### config.mk
export PLATFORM = sky130hd
export DESIGN_NAME = hpdmc_dqcal
export DESIGN_NICKNAME = d
export VERILOG_FILES = /design/src/rtl/hpdmc_dqcal_pkg.sv /design/src/rtl/hpdmc_dqcal_lane.sv /design/src/rtl/hpdmc_dqcal.sv
export SDC_FILE = /design/constraint.sdc
export NUM_CORES = 1
export LEC_CHECK = 0
export CAP_MARGIN = 20
export CORE_MARGIN = 5
export CORE_UTILIZATION = 45
export DETAILED_ROUTE_END_ITERATION = 7
export PLACE_DENSITY = 0.64
export SYNTH_ARGS = -nofsm -noshare
export SYNTH_HDL_FRONTEND = slang
export SYNTH_SLANG_ARGS = --single-unit
### constraint.sdc
create_clock -name sys_clk_i -period 3.6 [get_ports sys_clk_i]
set_clock_uncertainty 0.2 [all_clocks]
set_input_delay 0.54 -clock sys_clk_i [delete_from_list [all_inputs] [get_ports sys_clk_i]]
set_output_delay 0.54 -clock sys_clk_i [all_outputs]
set_load 0.02 [all_outputs]
### src/rtl/hpdmc_dqcal_pkg.sv
// Shared types and constants for the per-lane DQ read-capture calibration engine.
// Holds the global FSM encoding, timing constants and the beat comparison helper.
package hpdmc_dqcal_pkg;

  typedef enum logic [3:0] {
    S_IDLE,
    S_CAL,
    S_WCAL,
    S_RST,
    S_SETTLE,
    S_SAMPLE,
    S_STEP,
    S_STEP_WAIT,
    S_CENTRE,
    S_DONE
  } state_t;

  localparam int          CNT_W       = 16;
  // IODELAY BUSY may only rise a cycle after the strobe, so never trust it sooner.
  localparam int          BUSY_HOLD   = 2;
  localparam logic [15:0] DEF_PATTERN = 16'h55AA;

  function automatic logic beat_mismatch(input logic [7:0]  rise,
                                         input logic [7:0]  fall,
                                         input logic [15:0] pattern);
    return ({fall, rise} != pattern);
  endfunction

endpackage

### src/rtl/hpdmc_dqcal_lane.sv
// One byte lane of the DQ calibration engine: tap counter, per-tap pass/fail over a
// burst of training beats, first passing window, centre target and IODELAY strobes.
module hpdmc_dqcal_lane
  import hpdmc_dqcal_pkg::*;
#(
  parameter int          TAP_BITS   = 8,
  parameter int          MAX_TAP    = 255,
  parameter int          MIN_WINDOW = 8,
  parameter logic [15:0] PATTERN    = DEF_PATTERN
) (
  input  logic                clk_i,
  input  logic                rst_n_i,
  input  logic                clear_i,
  input  logic                beat_i,
  input  logic                last_i,
  input  logic                step_i,
  input  logic                centre_init_i,
  input  logic                centre_en_i,
  input  logic [7:0]          rise_i,
  input  logic [7:0]          fall_i,
  input  logic                busy_i,
  output logic [TAP_BITS-1:0] tap_o,
  output logic                active_o,
  output logic                at_target_o,
  output logic                fail_o,
  output logic                ce_o,
  output logic                inc_o
);

  localparam logic [TAP_BITS-1:0] MAX_T = TAP_BITS'(MAX_TAP);
  localparam logic [TAP_BITS:0]   MIN_W = (TAP_BITS + 1)'(MIN_WINDOW);

  logic [TAP_BITS-1:0] tap_q;
  logic [TAP_BITS-1:0] win_start_q;
  logic [TAP_BITS-1:0] win_end_q;
  logic [TAP_BITS-1:0] target_q;
  logic                found_q;
  logic                scanning_q;
  logic                mism_q;
  logic                fail_q;
  logic [1:0]          hold_q;

  logic                beat_bad;
  logic                tap_pass;
  logic                step_ce;
  logic                centre_ce;
  logic [TAP_BITS:0]   win_sum;
  logic [TAP_BITS:0]   win_width;
  logic                narrow;
  logic [TAP_BITS-1:0] centre_tap;

  assign beat_bad = beat_mismatch(rise_i, fall_i, PATTERN);
  assign tap_pass = !(mism_q || beat_bad);

  assign active_o    = scanning_q && (tap_q != MAX_T);
  assign step_ce     = step_i && active_o && !busy_i;
  assign centre_ce   = centre_en_i && (tap_q != target_q) && (hold_q == 2'd0) && !busy_i;
  assign ce_o        = step_ce || centre_ce;
  assign inc_o       = step_ce;
  assign at_target_o = (tap_q == target_q) && (hold_q == 2'd0) && !busy_i;
  assign tap_o       = tap_q;
  assign fail_o      = fail_q;

  // Extra bit keeps the window sum and width exact at the top of the tap range.
  always_comb begin
    win_sum    = {1'b0, win_start_q} + {1'b0, win_end_q};
    win_width  = {1'b0, win_end_q} - {1'b0, win_start_q} + 1'b1;
    narrow     = !found_q || (win_width < MIN_W);
    centre_tap = narrow ? '0 : win_sum[TAP_BITS:1];
  end

  always_ff @(posedge clk_i or negedge rst_n_i) begin
    if (!rst_n_i) begin
      tap_q       <= '0;
      win_start_q <= '0;
      win_end_q   <= '0;
      target_q    <= '0;
      found_q     <= 1'b0;
      scanning_q  <= 1'b0;
      mism_q      <= 1'b0;
      fail_q      <= 1'b0;
      hold_q      <= 2'd0;
    end else if (clear_i) begin
      tap_q       <= '0;
      win_start_q <= '0;
      win_end_q   <= '0;
      target_q    <= '0;
      found_q     <= 1'b0;
      scanning_q  <= 1'b1;
      mism_q      <= 1'b0;
      fail_q      <= 1'b0;
      hold_q      <= 2'd0;
    end else begin
      if (ce_o) begin
        tap_q  <= inc_o ? tap_q + 1'b1 : tap_q - 1'b1;
        hold_q <= 2'(BUSY_HOLD);
      end else if (hold_q != 2'd0) begin
        hold_q <= hold_q - 1'b1;
      end

      if (beat_i) begin
        if (last_i) begin
          mism_q <= 1'b0;
          if (scanning_q) begin
            if (tap_pass) begin
              if (!found_q) begin
                found_q     <= 1'b1;
                win_start_q <= tap_q;
              end
              win_end_q <= tap_q;
            end else if (found_q) begin
              scanning_q <= 1'b0;
            end
            // The last tap is evaluated once; an open window closes here.
            if (tap_q == MAX_T) begin
              scanning_q <= 1'b0;
            end
          end
        end else begin
          mism_q <= mism_q || beat_bad;
        end
      end

      if (centre_init_i) begin
        target_q <= centre_tap;
        fail_q   <= narrow;
      end
    end
  end

endmodule

### src/rtl/hpdmc_dqcal.sv
// DDR read-capture calibration top: global sweep FSM, settle/sample counters and the
// shared IODELAY cal/rst pulses, driving NLANES independent lane engines.
module hpdmc_dqcal
  import hpdmc_dqcal_pkg::*;
#(
  parameter int          NLANES     = 2,
  parameter int          TAP_BITS   = 8,
  parameter int          MAX_TAP    = 255,
  parameter int          SETTLE     = 16,
  parameter int          SAMPLES    = 4,
  parameter int          MIN_WINDOW = 8,
  parameter logic [15:0] PATTERN    = DEF_PATTERN
) (
  input  logic                       sys_clk_i,
  input  logic                       sys_rst_n_i,
  input  logic                       start_i,
  output logic                       busy_o,
  output logic                       done_o,
  output logic [NLANES-1:0]          lane_fail_o,
  output logic [NLANES*TAP_BITS-1:0] tap_o,
  input  logic [16*NLANES-1:0]       di_i,
  input  logic                       di_valid_i,
  input  logic [NLANES-1:0]          idelay_busy_i,
  output logic                       idelay_rst_o,
  output logic                       idelay_cal_o,
  output logic [NLANES-1:0]          idelay_ce_o,
  output logic [NLANES-1:0]          idelay_inc_o
);

  state_t             state_q, state_d;
  logic [CNT_W-1:0]   cnt_q, cnt_d;
  logic [1:0]         rst_sync_q;
  logic               rst_n_sync;

  logic               lane_clear;
  logic               sample_beat;
  logic               sample_last;
  logic               step_en;
  logic               centre_init;
  logic               centre_en;
  logic               cal_pulse;
  logic               rst_pulse;
  logic               done_pulse;
  logic [NLANES-1:0]  lane_active;
  logic [NLANES-1:0]  lane_at_target;
  logic               any_active;
  logic               all_at_target;
  logic               all_idle;

  // Reset asserts immediately but releases only on a clock edge.
  always_ff @(posedge sys_clk_i or negedge sys_rst_n_i) begin
    if (!sys_rst_n_i) begin
      rst_sync_q <= 2'b00;
    end else begin
      rst_sync_q <= {rst_sync_q[0], 1'b1};
    end
  end
  assign rst_n_sync = rst_sync_q[1];

  assign any_active    = |lane_active;
  assign all_at_target = &lane_at_target;
  assign all_idle      = ~|idelay_busy_i;

  always_ff @(posedge sys_clk_i or negedge rst_n_sync) begin
    if (!rst_n_sync) begin
      state_q <= S_IDLE;
      cnt_q   <= '0;
    end else begin
      state_q <= state_d;
      cnt_q   <= cnt_d;
    end
  end

  always_comb begin
    state_d     = state_q;
    cnt_d       = cnt_q;
    lane_clear  = 1'b0;
    sample_beat = 1'b0;
    sample_last = 1'b0;
    step_en     = 1'b0;
    centre_init = 1'b0;
    centre_en   = 1'b0;
    cal_pulse   = 1'b0;
    rst_pulse   = 1'b0;
    done_pulse  = 1'b0;
    case (state_q)
      S_IDLE: begin
        if (start_i) begin
          state_d = S_CAL;
        end
      end
      S_CAL: begin
        cal_pulse  = 1'b1;
        lane_clear = 1'b1;
        cnt_d      = CNT_W'(BUSY_HOLD);
        state_d    = S_WCAL;
      end
      S_WCAL: begin
        if (cnt_q != '0) begin
          cnt_d = cnt_q - 1'b1;
        end else if (all_idle) begin
          state_d = S_RST;
        end
      end
      S_RST: begin
        rst_pulse  = 1'b1;
        lane_clear = 1'b1;
        cnt_d      = CNT_W'(SETTLE - 1);
        state_d    = S_SETTLE;
      end
      S_SETTLE: begin
        if (cnt_q == '0) begin
          state_d = S_SAMPLE;
        end else begin
          cnt_d = cnt_q - 1'b1;
        end
      end
      // Only beats flagged valid advance the sample count.
      S_SAMPLE: begin
        if (di_valid_i) begin
          sample_beat = 1'b1;
          if (cnt_q == CNT_W'(SAMPLES - 1)) begin
            sample_last = 1'b1;
            cnt_d       = '0;
            state_d     = S_STEP;
          end else begin
            cnt_d = cnt_q + 1'b1;
          end
        end
      end
      S_STEP: begin
        if (any_active) begin
          step_en = 1'b1;
          cnt_d   = CNT_W'(BUSY_HOLD);
          state_d = S_STEP_WAIT;
        end else begin
          centre_init = 1'b1;
          state_d     = S_CENTRE;
        end
      end
      S_STEP_WAIT: begin
        if (cnt_q != '0) begin
          cnt_d = cnt_q - 1'b1;
        end else if (all_idle) begin
          cnt_d   = CNT_W'(SETTLE - 1);
          state_d = S_SETTLE;
        end
      end
      S_CENTRE: begin
        centre_en = 1'b1;
        if (all_at_target) begin
          state_d = S_DONE;
        end
      end
      S_DONE: begin
        done_pulse = 1'b1;
        state_d    = S_IDLE;
      end
      default: begin
        state_d = S_IDLE;
      end
    endcase
  end

  assign busy_o       = (state_q != S_IDLE) && (state_q != S_DONE);
  assign done_o       = done_pulse;
  assign idelay_cal_o = cal_pulse;
  assign idelay_rst_o = rst_pulse;

  for (genvar gi = 0; gi < NLANES; gi++) begin : g_lane
    hpdmc_dqcal_lane #(
      .TAP_BITS  (TAP_BITS),
      .MAX_TAP   (MAX_TAP),
      .MIN_WINDOW(MIN_WINDOW),
      .PATTERN   (PATTERN)
    ) u_lane (
      .clk_i        (sys_clk_i),
      .rst_n_i      (rst_n_sync),
      .clear_i      (lane_clear),
      .beat_i       (sample_beat),
      .last_i       (sample_last),
      .step_i       (step_en),
      .centre_init_i(centre_init),
      .centre_en_i  (centre_en),
      .rise_i       (di_i[8*gi +: 8]),
      .fall_i       (di_i[8*NLANES + 8*gi +: 8]),
      .busy_i       (idelay_busy_i[gi]),
      .tap_o        (tap_o[gi*TAP_BITS +: TAP_BITS]),
      .active_o     (lane_active[gi]),
      .at_target_o  (lane_at_target[gi]),
      .fail_o       (lane_fail_o[gi]),
      .ce_o         (idelay_ce_o[gi]),
      .inc_o        (idelay_inc_o[gi])
    );
  end

endmodule

==> flow_summary.toml <==
[setup_path]
cp_top_family = "buffers and inverters"
crit_type = "flip-flop to output port"
cp_slowest_stage_delay_ns = 0.62
cpMaxStageDelayCell = "dfrtp_1"
worstPathRequired_ns = 2.86
timing.rr.start = "g_lane[0].u_lane.tap_o[6]"
endpoint_kind = "output port"
crit_chain = "nand4_1 -> o21ai_1 -> nor3b_2 -> buf_4 -> a31o_2 -> clkdlybuf4s50_1"
crit_arrival_ns = 2.71
critPathLaunchType = "flip-flop"
cp_max_fo = 7
crit_buf_inv = 2
crit_start = "g_lane[0].u_lane.tap_o[6]"

[routing]
ant_nets = 0
drc = 0
wl_um = 18400
vias = 6215
top_layer = "met4"
wire_per_inst_um = 16.6
wirelength_met1_um = 8860
viasPerCell = 5.60
wl_met2_um = 8600
firstDrtPassIters = 5
route.met3.wl_um = 694
drt-initial-drc-count = 416

[clocking]
cts_inserted_buffers = 9
clock_sinks = 98
cts.repair.resized = 0
cts_tree = "done"
clkSlewWorstSetupHoldPaths_ns = 0.07
clock_latency_ns = 0.36
postCtsSetupBuffers = 0
cts_buffer_depth = 2
cts_hold_buffers = 0
cts.htree.levels = 3
root_buffer = "clkbuf_16"

[sta]
rsz0062_at_grt = "false"
final_max_slew_viol_count = 0
hold_viol = 0
setup_violations = 0
tightest_slew_ns = 0.901
fin_crit_sh = 0.957
max_freq_ghz = 0.290
setup_tns_ns = 0
final.setup.worst_slack_ns = 0.154
relSlewSlack = 0.395
fin_crit_ns = 3.45

[power]
p_seq_frac = 0.295
power_switching_mw = 2.77
pwr-share-comb = 0.551
power_leakage_nw = 3.70
power.total_mw = 6.11
clockPowerShare = 0.154
ir_worst_vdd_mv = 0.470
swShare = 0.454
p_int_mw = 3.34
power_density_nw_per_um2 = 723

[placement]
gp_congestion = 0.830
place_area_um2 = 8140
dpl.cell_count = 1092
pre_cts_slack_ns = 0.320
io_buffers = 63
hpwl_um = 13800

[cells_and_area]
num-fill-cells = 1485
final_common_cell = "dfrtp_1"
drive_gt1_frac = 0.0873
final-seq-area_um2 = 2460
design_area_um2 = 8440
final_cells = 1109
multi_input_area_um2 = 4400
antennaDiodeCount = 0
layout_common_cells = "dfrtp_1, nand2_1, nor2_1"
layout.nets = 987
area_growth_pct = 16.5

[die]
initial_utilization = 0.458
row_count = 46
dieArea_um2 = 18700
fp.dieH_um = 137
core_area_um2 = 15800
die_x_um = 137
io_pins = 64

[synth]
async_flop_share = 1.00
syn_nets = 926
synth_edf_count = 0
ys_seq_elements = 98
ys_warn_count = 0
synth_cell_types = 82
yosysSeqAreaShare = 0.339
syn_avg_cell_area_um2 = 8.76
syn_area_um2 = 7240
syn_inst = 827
synth_ff_type = "dfrtp_1"

[run_status]
status = "complete, no violations"

[global_routing]
grt_pass1_wl_um = 30600
overflow = 0
antenna_found_initial = 0
grt_usage = 0.205
grt_pass1_vias = 5910
grt_max_degree = 39

[run]
max-cap-violations = 0

[worst_hold_path]
hp-class = "flip-flop to async pin"
[metrics by stage]
stage	utilization	hold WS, ns
6_report	0.533	0.110
5_1_grt	0.533	0.127
4_1_cts	0.533	0.127
3_5_place_dp	0.514	0.124
3_3_place_gp	0.514	0.115
2_1_floorplan	-	0.0444
[cell families (layout without fill, tap and decap cells)]
group / count (synthesis) / after routing / synth area share
buf+inv: 91 / 157 / 0.0549
xor+xnor: 50 / 50 / 0.0604
flops: 98 / 98 / 0.339
mux: 22 / 22 / 0.0318
simple gates: 288 / 288 / 0.209
other cells: 1 / 1 / 0.000518
compound gates: 216 / 216 / 0.195
fa+ha+maj: 61 / 61 / 0.109
[flip-flops by register name (all words and copies together), names as in the netlist]
| name | cells |
|---|---|
| cnt_q | 16 |
| g_lane.u_lane.tap_o | 16 |
| g_lane.u_lane.found_q | 2 |
| g_lane.u_lane.fail_o | 2 |
| g_lane.u_lane.target_q | 16 |
| rst_sync_q | 2 |
| g_lane.u_lane.win_end_q | 16 |
| g_lane.u_lane.win_start_q | 16 |
| state_q | 4 |
| g_lane.u_lane.mism_q | 2 |
| g_lane.u_lane.scanning_q | 2 |
| g_lane.u_lane.hold_q | 4 |
[power by group through the flow]
stage / clock network (mW) / registers [mW] / logic, mW
global route: 1.01 / 1.85 / 3.78
finish: 0.941 / 1.80 / 3.36
detailed placement: 0 / 1.82 / 3.34
CTS: 0.970 / 1.79 / 3.36
global placement: 0 / 1.81 / 3.32
floorplan: 0 / 1.79 / 2.40
[cells in the mapped netlist (all sizes together), types with 12 or more instances]
library cell,instances,area share
o21ai,50,0.035
nor2,69,0.036
xnor2,18,0.022
a21oi,68,0.047
ha,57,0.098
nand3,17,0.014
nor4,12,0.013
nor3,24,0.017
a31oi,14,0.014
mux2i,14,0.019
inv,51,0.026
xor2,32,0.039
buf,23,0.019
clkbuf,16,0.0083
nand4,13,0.012
dfrtp,98,0.34
nand2,84,0.044
[routing by layer]
metal / vias up / GRT usage
met5: - / 0
met4: 0 / 0.0493
met3: 19 / 0.0335
met2: 129 / 0.325
met1: 2971 / 0.295
li1: 3096 / -
[layout make-up]
type | instances | area share
Sequential cell | 98 | 0.291
Clock buffer | 9 | 0.0267
Tap cell | 216 | 0.0320
Clock inverter | 7 | 0.00741
Multi-Input combinational cell | 638 | 0.521
Timing Repair Buffer | 90 | 0.0992
Inverter | 51 | 0.0227
[worst paths after layout]
| check | end | slack [ns] | cells past startpoint |
|---|---|---|---|
| max in group asynchronous | cnt_q[5] | 2.23 | 1 |
| hold reg to reg | g_lane[0].u_lane.tap_o[6] | 0.11 | 0 |
| setup reg to reg | g_lane[0].u_lane.tap_o[7] | 0.49 | 11 |
| hold / removal | g_lane[0].u_lane.tap_o[6] | 0.11 | 0 |
| setup / recovery | idelay_ce_o[0] | 0.15 | 6 |
| min in group sys_clk_i | rst_sync_q[1] | 0.15 | 0 |
[worst reg2reg max path, cell delays in order (launching register included)]
cell,delay (ns)
dfrtp_1,0.62
nand4_1,0.27
o21ai_1,0.39
nor3b_2,0.11
inv_1,0.19
ha_1,0.32
and3_1,0.19
a21oi_1,0.17
a31oi_1,0.18
xnor2_1,0.16
a21oi_1,0.16
a31oi_1,0.05
Power figures use the tool's default switching activity.
